### src/rtl/selector_parametros.sv
// Parameter selector: three debounced pushbuttons drive a two-mode
// (frequency / current) value selector with saturating up/down codes.

// One button lane: 2-flop synchronizer, stability counter, rising-edge pulse.
module selector_parametros_lane #(
  parameter int DEB_CYCLES = 16
) (
  input  logic clk_i,
  input  logic reset,
  input  logic raw_i,
  output logic press_o
);
  localparam int CW = $clog2(DEB_CYCLES);

  logic [1:0]    sync_q;
  logic [CW-1:0] cnt_q;
  logic          deb_q;
  logic          deb_d1_q;

  // Synchronize, qualify a new level after DEB_CYCLES differing samples,
  // and register a single pulse on each debounced rising edge.
  always_ff @(posedge clk_i) begin
    if (!reset) begin
      sync_q   <= '0;
      cnt_q    <= '0;
      deb_q    <= 1'b0;
      deb_d1_q <= 1'b0;
      press_o  <= 1'b0;
    end else begin
      sync_q <= {sync_q[0], raw_i};
      if (sync_q[1] != deb_q) begin
        if (cnt_q == CW'(DEB_CYCLES - 1)) begin
          deb_q <= sync_q[1];
          cnt_q <= '0;
        end else begin
          cnt_q <= cnt_q + 1'b1;
        end
      end else begin
        cnt_q <= '0;
      end
      deb_d1_q <= deb_q;
      press_o  <= deb_q & ~deb_d1_q;
    end
  end
endmodule

// Top: per-button lanes feeding the mode FSM and value registers.
module selector_parametros #(
  parameter int DEB_CYCLES = 16
) (
  input  logic       clk_i,
  input  logic       reset,
  input  logic       btn_modo_i,
  input  logic       btn_aum_i,
  input  logic       btn_dis_i,
  output logic       modo_o,
  output logic [2:0] valorf_o,
  output logic [3:0] valorC_o,
  output logic       cambio_o
);
  localparam int NUM_BTN = 3;

  typedef struct packed {
    logic modo;
    logic aum;
    logic dis;
  } press_t;

  // Encoding chosen so the state flop itself is the modo output.
  typedef enum logic {CORR = 1'b0, FREC = 1'b1} state_t;

  logic [NUM_BTN-1:0] raw;
  logic [NUM_BTN-1:0] press_vec;
  press_t             press;

  state_t     state_q, state_d;
  logic [2:0] valorf_d;
  logic [3:0] valorc_d;
  logic       cambio_d;

  assign raw   = {btn_modo_i, btn_aum_i, btn_dis_i};
  assign press = press_t'(press_vec);

  for (genvar i = 0; i < NUM_BTN; i++) begin : g_lane
    selector_parametros_lane #(.DEB_CYCLES(DEB_CYCLES)) u_lane (
      .clk_i   (clk_i),
      .reset   (reset),
      .raw_i   (raw[i]),
      .press_o (press_vec[i])
    );
  end

  // State, value and change-pulse registers.
  always_ff @(posedge clk_i) begin
    if (!reset) begin
      state_q  <= FREC;
      valorf_o <= 3'd0;
      valorC_o <= 4'd1;
      cambio_o <= 1'b0;
    end else begin
      state_q  <= state_d;
      valorf_o <= valorf_d;
      valorC_o <= valorc_d;
      cambio_o <= cambio_d;
    end
  end

  assign modo_o = state_q;

  // Next state and values: modo wins over aum/dis; aum+dis together cancel.
  always_comb begin
    state_d  = state_q;
    valorf_d = valorf_o;
    valorc_d = valorC_o;
    if (press.modo) begin
      state_d = (state_q == FREC) ? CORR : FREC;
    end else if (press.aum ^ press.dis) begin
      case (state_q)
        FREC: begin
          if (press.aum && valorf_o != 3'd7)      valorf_d = valorf_o + 3'd1;
          else if (press.dis && valorf_o != 3'd0) valorf_d = valorf_o - 3'd1;
        end
        default: begin
          if (press.aum && valorC_o < 4'd10)      valorc_d = valorC_o + 4'd1;
          else if (press.dis && valorC_o > 4'd1)  valorc_d = valorC_o - 4'd1;
        end
      endcase
    end
    // Out-of-range current codes are pulled back to the floor.
    if (valorC_o == 4'd0 || valorC_o > 4'd10) valorc_d = 4'd1;
    cambio_d = (state_d != state_q) || (valorf_d != valorf_o) || (valorc_d != valorC_o);
  end
endmodule

### config.mk
export PLATFORM = sky130hd
export DESIGN_NAME = selector_parametros
export DESIGN_NICKNAME = d
export VERILOG_FILES = /design/src/rtl/selector_parametros.sv
export SDC_FILE = /design/constraint.sdc
export NUM_CORES = 1
export LEC_CHECK = 0
export ABC_AREA = 1
export ABC_CLOCK_PERIOD_IN_PS = 1700
export BUFFER_PORTS_ARGS = -buffer_cell sky130_fd_sc_hd__buf_4
export CAP_MARGIN = 20
export CORE_ASPECT_RATIO = 1.1
export CORE_MARGIN = 4
export CORE_UTILIZATION = 50
export CTS_CLUSTER_SIZE = 28
export DETAILED_ROUTE_END_ITERATION = 16
export GPL_ROUTABILITY_DRIVEN = 0
export PLACE_DENSITY = 0.73
export SLEW_MARGIN = 15
export SYNTH_ARGS = -nofsm -noshare
export SYNTH_HDL_FRONTEND = slang
export SYNTH_SLANG_ARGS = --single-unit
export TNS_END_PERCENT = 50
### constraint.sdc
create_clock -name clk_i -period 1.7 [get_ports clk_i]
set_input_delay 0.085 -clock clk_i [delete_from_list [all_inputs] [get_ports clk_i]]
set_output_delay 0.085 -clock clk_i [all_outputs]
set_load 0.005 [all_outputs]
==> flow_summary.yaml, run 1 <==
setup_path:
  worstReg2RegEnd: "cambio_o$_SDFF_PN0_"
  cp_max_fo: 5
  worst_setup_path_start_kind: "flop"
  crit_type: "flop to flop"
  timing.rr.start: "valorf_o[0]$_SDFF_PN0_"
  r2r_slack_ns: 0.13
  cpMaxStageDelayCell: "dfxtp_2"
  crit_chain: "ha_1, ha_1, nor2_4, inv_2, a21oi_2, nor2_1, o211ai_1, nor2_1, a21oi_1"
  cp-end-kind: "flop"
  rr_worst_depth: 9
  max_stage_delay_ns: 0.36
  worstPathArrival_ns: 1.83
  required_ns: 1.96
  cp-startpoint: "valorf_o[0]$_SDFF_PN0_"
  setup.worst_path.end: "cambio_o$_SDFF_PN0_"
synthesis:
  syn-num-nets: 224
  yosysTopAreaCell: "dfxtp_1"
  yosys_warnings: 0
  yosysUniqueCellTypes: 23
  syn_area_mm2: 0.00165
  synthCells: 207
  ys_top_cells_by_area: "dfxtp_1 44%, ha_1 9.1%, nand2_1 7.7%"
  synth-seq-area-share: 0.436
  synth_edf_count: 0
  ys_async_sr_fraction: 0
  yosys.area.top_type_share: 0.436
  synth-seq-cells: 36
  ys.flop_type: "dfxtp_1"
  synth_common_cells: "36 x dfxtp_1, 34 x nand2_1, 31 x inv_1, 24 x nor2_1, 16 x nand3_1"
  synth_most_common_cell: "dfxtp_1"
  avgSynthCellArea_um2: 7.98
power_and_ir_drop:
  leakagePower_nw: 0.934
  ir_drop_mv: 0.618
  p_per_area_mw_per_mm2: 692
layout:
  area_growth_pct: 14.0
  final_util: 0.607
  multi_input_area_um2: 801
  seq_area_um2: 723
  layout.nets: 247
  fill_cells: 289
  num_antenna_cells: 0
  layout.cells.non_filler: 264
  drive_gt1_frac: 0.170
clocking:
  post_cts_buffers: 0
  cts-root-buf: "clkbuf_4"
  cts_buffers: 5
  clock_latency_ns: 0.33
  cts.clk_slew.worst_paths_ns: 0.11
  cts_tree: "built"
  htree_levels: 2
  clock_sink_count: 36
  clk_path_buf_depth: 2
grt:
  grt_usage: 0.134
  antenna_found_initial: 0
  grt_overflow: 0
  grt_pass1_wl_um: 4440
  grt_pass1_vias: 1070
  grt_max_degree: 20
worst_hold_path:
  hold_path.class: "primary input to flop"
  holdCritStartpoint: "reset"
routing:
  vias: 1272
  drt_iter0_drc: 45
  ant_nets: 0
  drcViolationCount: 0
  vias_per_cell: 4.82
  routed_wl_um: 2590
  wl_per_cell_um: 9.82
  dr.pass1.iters: 4
sta:
  whs_ns: 0.0387
  hold_viol_final: 0
  setup_tns_ns: 0
  slew_headroom: 0.820
  rsz0062_at_grt: "false"
  fin_crit_ns: 1.57
  fin_crit_sh: 0.924
  timing.final.ws_setup_ns: 0.130
  max_freq_mhz: 637
  final_max_slew_viol_count: 0
  setup_viol: 0
  worstMarginPinSlew_ns: 0.269
  fin_skew_ns: 0.00962
flow_run:
  drv_cap: 0
placed_design:
  dp_cells: 254
  portBuffers: 13
  dp_hpwl_um: 1910
  dp_slack_ns: 0.117
die:
  initial_core_util: 0.533
  die_w_um: 62.8
  fp-row-count: 21
  dieArea_mm2: 0.00429
  die_y_um: 68.3
  ioPinCount: 14
  coreArea_mm2: 0.00310
status:
  status: "complete, no violations"
-- metal layers --
metal,global-route usage,routed length [um],share of wire
met1,0.161,1260,0.49
met2,0.220,1200,0.46
met3,0.0394,85,0.033
met4,0.0744,45,0.017
met5,0,0,0
-- how the worst min path moves through the flow --
| stage | slack (ns) | cells after the start | endpoint |
|---|---|---|---|
| after global routing | 0.02 | 2 | modo_o$_SDFF_PN1_ |
| after detailed placement | 0.27 | 3 | g_lane[0].u_lane.sync_q[0]$_SDFF_PN0_ |
| final | 0.04 | 2 | valorC_o[0]$_SDFF_PN1_ |
| after floorplan | 0.18 | 2 | g_lane[0].u_lane.sync_q[0]$_SDFF_PN0_ |
| after global placement | 0.27 | 3 | g_lane[1].u_lane.sync_q[0]$_SDFF_PN0_ |
| after CTS | 0.02 | 2 | valorC_o[0]$_SDFF_PN1_ |
-- power by group --
group | switching, mW | internal (mW) | leakage, nW
Clock | 0.261 | 0.152 | 0.0281
Sequential | 0.00384 | 0.852 | 0.293
Combinational | 0.0180 | 0.0161 | 0.614
Total | 0.283 | 1.02 | 0.934
-- timing repair --
action	in CTS	in global routing
endpoints found under the setup margin	0	1
hold buffers	3	0
endpoints found under the hold margin	3	0
resized for setup	0	3
-- per-stage QoR --
step | power [mW] | cell area (um^2)
after detailed placement | 0.904 | 1800
after floorplan | 0.893 | 1650
after global routing | 1.37 | 1880
after global placement | 0.903 | 1800
final | 1.30 | 1880
after CTS | 1.33 | 1880
-- area by class of cell --
class / count / area share
sequential: 36 / 0.384
clock inverter: 1 / 0.00266
clock buffer: 6 / 0.0219
tap: 34 / 0.0226
multi-input combinational: 135 / 0.425
inverter: 34 / 0.0678
timing repair buffer: 18 / 0.0757
-- cell usage in the layout (no fill, tap or decap), types with 3 or more instances in the layout --
master,n
a21oi_1,9
buf_4,15
clkbuf_4,5
dfxtp_1,34
dlygate4sd3_1,3
ha_1,12
inv_1,31
inv_2,3
nand2_1,34
nand2_2,4
nand3_1,16
nor2_1,24
nor3_1,3
o21ai_0,8
xnor2_1,4
xor2_1,9
-- registers in the layout, summed over array words and instances (netlist names), 3 cells and up --
| name | flops |
|---|---|
| g_lane.u_lane.press_o | 3 |
| g_lane.u_lane.cnt_q | 12 |
| g_lane.u_lane.deb_q | 3 |
| valorC_o | 4 |
| g_lane.u_lane.sync_q | 6 |
| valorf_o | 3 |
| g_lane.u_lane.deb_d1_q | 3 |
-- kinds of logic after synthesis --
| kind of cell | Yosys count | share of synthesized area |
|---|---|---|
| AOI/OAI and AO/OA | 24 | 0.0864 |
| adders and majority gates | 12 | 0.0909 |
| buffers and inverters | 36 | 0.0818 |
| DFF | 36 | 0.436 |
| and+or+nand+nor | 86 | 0.236 |
| xor gates and xnor gates | 13 | 0.0689 |
-- worst max-delay path: cells and delay by family (launching register included) --
family | cells | cell delay (ns)
AOI/OAI and AO/OA | 3 | 0.39
adders and majority gates | 2 | 0.41
buffers and inverters | 1 | 0.06
DFF | 1 | 0.36
and+or+nand+nor | 3 | 0.29
(Power assumes the default switching activity.)
==> run 2, diff against run 1 <==
ABC_CLOCK_PERIOD_IN_PS = 1800   (was 1700)
CELL_PAD_IN_SITES_DETAIL_PLACEMENT = 0   (was default)
CELL_PAD_IN_SITES_GLOBAL_PLACEMENT = 2   (was default)
CORE_UTILIZATION = 34   (was 50)
PLACE_DENSITY = 0.8   (was 0.73)
clock period = 1.8 ns   (was 1.7 ns; I/O delays follow)
==> flow_summary.yaml, run 2 (synthesized netlist as in run 1, its figures left out) <==
grt:
  grt_usage: 0.115
  grt_pass1_wl_um: 5310
  grt_pass1_vias: 1223
  grt_max_degree: 20
  grt_overflow: 0
  antenna_found_initial: 0
setup_path:
  crit_type: "flop to flop"
  worst_setup_path_start_kind: "flop"
  cpMaxStageDelayCell: "dfxtp_2"
  max_stage_delay_ns: 0.37
  path_delay_family: "simple AND/OR/NAND/NOR gates"
  cp-end-kind: "flop"
  cp_max_fo: 5
  worstPathArrival_ns: 1.78
  cpMostUsedCell: "nand2_1"
  crit_buf_inv: 1
  crit_chain: "inv_1, ha_1, o21ai_0, nand2_1, nand2_2, nand3_1, nand2_1, nand2_1, nand2_1, nor2_1, a21oi_1"
  required_ns: 2.02
layout:
  drive_gt1_frac: 0.178
  final_util: 0.422
  largest_reg_flops: 12
  fill_cells: 515
  layout.nets: 246
  reg.largest.list: "g_lane.u_lane.cnt_q: 12 flops, g_lane.u_lane.sync_q: 6 flops, valorC_o: 4 flops"
  finalInstanceArea_mm2: 0.00198
  layout.cells.non_filler: 286
  area_growth_pct: 19.8
  largest-register: "g_lane.u_lane.cnt_q"
  num_antenna_cells: 0
  final_cell_mix: "34 x nand2_1, 34 x dfxtp_1, 30 x inv_1"
sta:
  setup_viol: 0
  setup_tns_ns: 0
  hold_viol_final: 0
  slew_headroom: 0.812
  worstMarginPinSlew_ns: 0.282
  fin_crit_sh: 0.866
  fin_crit_ns: 1.56
  fin_skew_ns: 0.00268
  final_max_slew_viol_count: 0
  timing.final.ws_setup_ns: 0.242
  max_freq_mhz: 642
  whs_ns: 0.0947
  rsz0062_at_grt: "false"
routing:
  drt_iter0_drc: 29
  wl_per_cell_um: 10.1
  ant_nets: 0
  vias_per_cell: 4.40
  routed_wl_um: 2880
  vias: 1257
  drcViolationCount: 0
  dr.pass1.iters: 4
placed_design:
  placedInstanceArea_mm2: 0.00182
  portBuffers: 13
  dp_cells: 275
  dp_slack_ns: 0.140
  dp_hpwl_um: 2170
clocking:
  clock_sink_count: 36
  cts_tree: "built"
  clock_latency_ns: 0.28
  htree_levels: 2
  cts.clk_slew.worst_paths_ns: 0.07
  post_cts_buffers: 0
  clk_path_buf_depth: 2
  cts-root-buf: "clkbuf_8"
  cts_buffers: 5
power_and_ir_drop:
  power_mw: 1.61
  leakagePower_nw: 0.963
  p_per_area_mw_per_mm2: 814
  ir_drop_mv: 0.456
worst_hold_path:
  hold_path.class: "primary input to flop"
die:
  fp-row-count: 26
  ioPinCount: 14
  coreArea_mm2: 0.00468
  die_w_um: 74.5
  initial_core_util: 0.353
  die_y_um: 81.1
  dieArea_mm2: 0.00604
status:
  status: "complete, no violations"
flow_run:
  drv_cap: 0
==> run 2: cell count changes in the layout (fill, tap and decap cells not counted), sizes merged <==
cell	previous run	this run
buf	15	14
clkbuf	6	7
clkinv	1	0
bufinv	0	1
==> run 2: layout make-up <==
| cell class | count | area, um^2 | area share |
|---|---|---|---|
| Clock buffer | 7 | 96.3 | 0.0487 |
| Inverter | 34 | 128 | 0.0645 |
| Clock inverter | 1 | 30.0 | 0.0152 |
| Timing Repair Buffer | 17 | 135 | 0.0683 |
| Sequential cell | 36 | 723 | 0.366 |
| Multi-Input combinational cell | 135 | 796 | 0.402 |
| Tap cell | 56 | 70.1 | 0.0354 |
==> run 2: power breakdown <==
group / switching, mW / internal (mW) / total, mW
registers: 0.00368 / 0.804 / 0.808
clock network: 0.281 / 0.489 / 0.770
logic: 0.0169 / 0.0152 / 0.0321
==> run 2: layer usage <==
metal | part of all wire | track usage | wire [um] | vias to the layer above
met3 | 0.041 | 0.0334 | 119 | 7
met4 | 0.028 | 0.0605 | 81 | 0
met2 | 0.47 | 0.185 | 1360 | 19
li1 | - | - | - | 684
met1 | 0.46 | 0.137 | 1310 | 547
met5 | 0 | 0 | 0 | -
==> run 2: worst paths after layout <==
kind | startpoint | to | slack, ns | cells past startpoint
worst max-delay path | valorC_o[1]$_SDFF_PN0_ | cambio_o$_SDFF_PN0_ | 0.24 | 11
worst min-delay path | reset | valorC_o[0]$_SDFF_PN1_ | 0.09 | 2
worst max register to register | valorC_o[1]$_SDFF_PN0_ | cambio_o$_SDFF_PN0_ | 0.24 | 11
worst min register to register | g_lane[1].u_lane.deb_d1_q$_SDFF_PN0_ | g_lane[1].u_lane.press_o$_SDFF_PN0_ | 0.38 | 1
==> run 2: worst reg2reg max path, stage by stage (launching register included) <==
cell	delay (ns)
dfxtp_2	0.37
inv_1	0.11
ha_1	0.21
o21ai_0	0.17
nand2_1	0.08
nand2_2	0.10
nand3_1	0.13
nand2_1	0.08
nand2_1	0.05
nand2_1	0.06
nor2_1	0.04
a21oi_1	0.10
==> run 2: timing repair <==
action	in CTS	in global routing
hold buffers	3	0
resized for setup	0	3
endpoints found under the hold margin	3	0
endpoints found under the setup margin	0	3
==> run 3, diff against run 2 <==
ABC_AREA = default   (was 1)
CORE_UTILIZATION = 37   (was 34)
PLACE_DENSITY = 0.81   (was 0.8)
==> flow_summary.yaml, run 3 <==
status:
  status: "complete, no violations"
die:
  fp-row-count: 25
  die_y_um: 78.9
  ioPinCount: 14
  initial_core_util: 0.389
  coreArea_mm2: 0.00435
  die_w_um: 72.4
  dieArea_mm2: 0.00572
sta:
  fin_crit_sh: 0.909
  fin_crit_ns: 1.64
  final_max_slew_viol_count: 0
  whs_ns: 0.0127
  fin_skew_ns: 0.00403
  setup_viol: 0
  rsz0062_at_grt: "false"
  slew_headroom: 0.688
  worstMarginPinSlew_ns: 0.467
  timing.final.ws_setup_ns: 0.165
  max_freq_mhz: 611
  setup_tns_ns: 0
  hold_viol_final: 0
layout:
  final_cell_mix: "35 x dfxtp_1, 16 x buf_4, 15 x nor2_1"
  largest-register: "g_lane.u_lane.cnt_q"
  final_common_cell: "dfxtp_1"
  area_growth_pct: 17.6
  layout.nets: 212
  reg.largest.list: "g_lane.u_lane.cnt_q: 12 flops, g_lane.u_lane.sync_q: 6 flops, valorC_o: 4 flops"
  num_antenna_cells: 0
  largest_reg_flops: 12
  fill_cells: 422
  drive_gt1_frac: 0.168
worst_hold_path:
  hold_path.class: "primary input to flop"
power_and_ir_drop:
  ir_drop_mv: 0.421
  p_per_area_mw_per_mm2: 821
  leakagePower_nw: 0.889
setup_path:
  cp_max_fo: 5
  crit_type: "flop to flop"
  worstReg2RegEnd: "valorC_o[3]$_SDFF_PN0_"
  worstPathArrival_ns: 1.84
  required_ns: 2.01
  setup.worst_path.end: "valorC_o[3]$_SDFF_PN0_"
  rr_worst_depth: 6
  crit_chain: "inv_1, ha_1, nor2_1, o311a_1, o2111a_1, a211oi_2"
  cpMaxStageDelayCell: "dfxtp_1"
  max_stage_delay_ns: 0.35
  cp-end-kind: "flop"
  r2r_slack_ns: 0.16
  cp-startpoint: "valorC_o[0]$_SDFF_PN1_"
  timing.rr.start: "valorC_o[0]$_SDFF_PN1_"
  worst_setup_path_start_kind: "flop"
flow_run:
  drv_cap: 0
synthesis:
  avgSynthCellArea_um2: 9.60
  ys.flop_type: "dfxtp_1"
  synth_edf_count: 0
  synth-seq-area-share: 0.426
  syn_area_mm2: 0.00169
  yosys_warnings: 0
  ys_async_sr_fraction: 0
  ys_top_cells_by_area: "dfxtp_1 43%, ha_1 8.9%, xor2_1 4.7%"
  syn-num-nets: 193
  yosysUniqueCellTypes: 46
  synthCells: 176
  yosys.area.top_type_share: 0.426
  synth-seq-cells: 36
  yosysTopAreaCell: "dfxtp_1"
  synth_most_common_cell: "dfxtp_1"
  synth_common_cells: "36 x dfxtp_1, 15 x nor2_1, 12 x ha_1, 12 x inv_1, 12 x nand3_1"
grt:
  grt_usage: 0.124
  grt_pass1_vias: 1222
  grt_overflow: 0
  grt_pass1_wl_um: 5490
  antenna_found_initial: 0
  grt_max_degree: 22
clocking:
  clk_path_buf_depth: 2
  clock_sink_count: 36
  cts-root-buf: "clkbuf_8"
  htree_levels: 2
  clock_latency_ns: 0.29
  cts_buffers: 5
  post_cts_buffers: 0
  cts.clk_slew.worst_paths_ns: 0.07
  cts_tree: "built"
routing:
  vias: 1280
  ant_nets: 0
  drt_iter0_drc: 63
  wl_per_cell_um: 12.5
  dr.pass1.iters: 4
  drcViolationCount: 0
  routed_wl_um: 3120
  vias_per_cell: 5.12
placed_design:
  dp_slack_ns: 0.140
  portBuffers: 13
  dp_hpwl_um: 2350
==> run 3: what timing repair did <==
action                                  4_1_cts  5_1_grt
hold buffers                                  0        2
endpoints found under the setup margin        0        1
endpoints found under the hold margin         0        2
gates resized for setup                       0        2
==> run 3: worst min-delay path by stage <==
stage	from	endpoint	slack, ns	cells past startpoint
floorplan	btn_dis_i	g_lane[0].u_lane.sync_q[0]$_SDFF_PN0_	0.22	1
global placement	btn_dis_i	g_lane[0].u_lane.sync_q[0]$_SDFF_PN0_	0.30	2
detailed placement	btn_modo_i	g_lane[2].u_lane.sync_q[0]$_SDFF_PN0_	0.30	2
CTS	btn_dis_i	g_lane[0].u_lane.sync_q[0]$_SDFF_PN0_	0.002	2
global route	btn_aum_i	g_lane[1].u_lane.sync_q[0]$_SDFF_PN0_	0.008	2
finish	btn_aum_i	g_lane[1].u_lane.sync_q[0]$_SDFF_PN0_	0.01	2
==> run 3: final cells by class <==
cell class / instances / area (um^2) / share of cell area
clock buffer: 7 / 96.3 / 0.0485
clock inverter: 1 / 30.0 / 0.0151
inverter: 12 / 45.0 / 0.0227
multi-input combinational: 122 / 887 / 0.446
sequential: 36 / 722 / 0.363
tap: 54 / 67.6 / 0.0340
timing repair buffer: 18 / 140 / 0.0705
==> run 3: logic make-up (layout without fill, tap and decap cells) <==
kind of cell,count (synthesis),after routing,share of synthesized area
adder cells (fa/ha/maj),12,12,0.0888
AO/OA/AOI/OAI,29,29,0.136
XOR/XNOR,10,10,0.0563
multiplexers,4,4,0.0237
flip-flops,36,36,0.426
AND/OR/NAND/NOR,67,67,0.217
buffers and inverters,18,38,0.0518
==> run 3: critical path: cells and delay by family, from the launching register on <==
family	cells	cell delay [ns]
flip-flops	1	0.35
AND/OR/NAND/NOR	1	0.07
buffers and inverters	1	0.15
adder cells (fa/ha/maj)	1	0.19
AO/OA/AOI/OAI	3	0.79
==> run 3: stage by stage <==
stage	utilization	total power [mW]	area [um^2]	std cells
3_3_place_gp	0.422	0.872	1840	240
5_1_grt	0.457	1.70	1990	250
6_report	0.457	1.63	1990	250
2_1_floorplan	-	0.855	1690	176
3_5_place_dp	0.422	0.874	1840	240
4_1_cts	0.451	1.65	1960	248
==> run 3: per-layer routing <==
metal	GRT usage	up-vias	wire length, um
met5	0	-	0
met4	0.0609	0	54
met3	0.0380	4	140
met2	0.202	19	1550
met1	0.145	613	1370
li1	-	644	-
==> run 3: where the power goes <==
group	switching [mW]	internal, mW
Sequential	0.00503	0.806
Clock	0.285	0.489
Combinational	0.0236	0.0234
Total	0.314	1.32
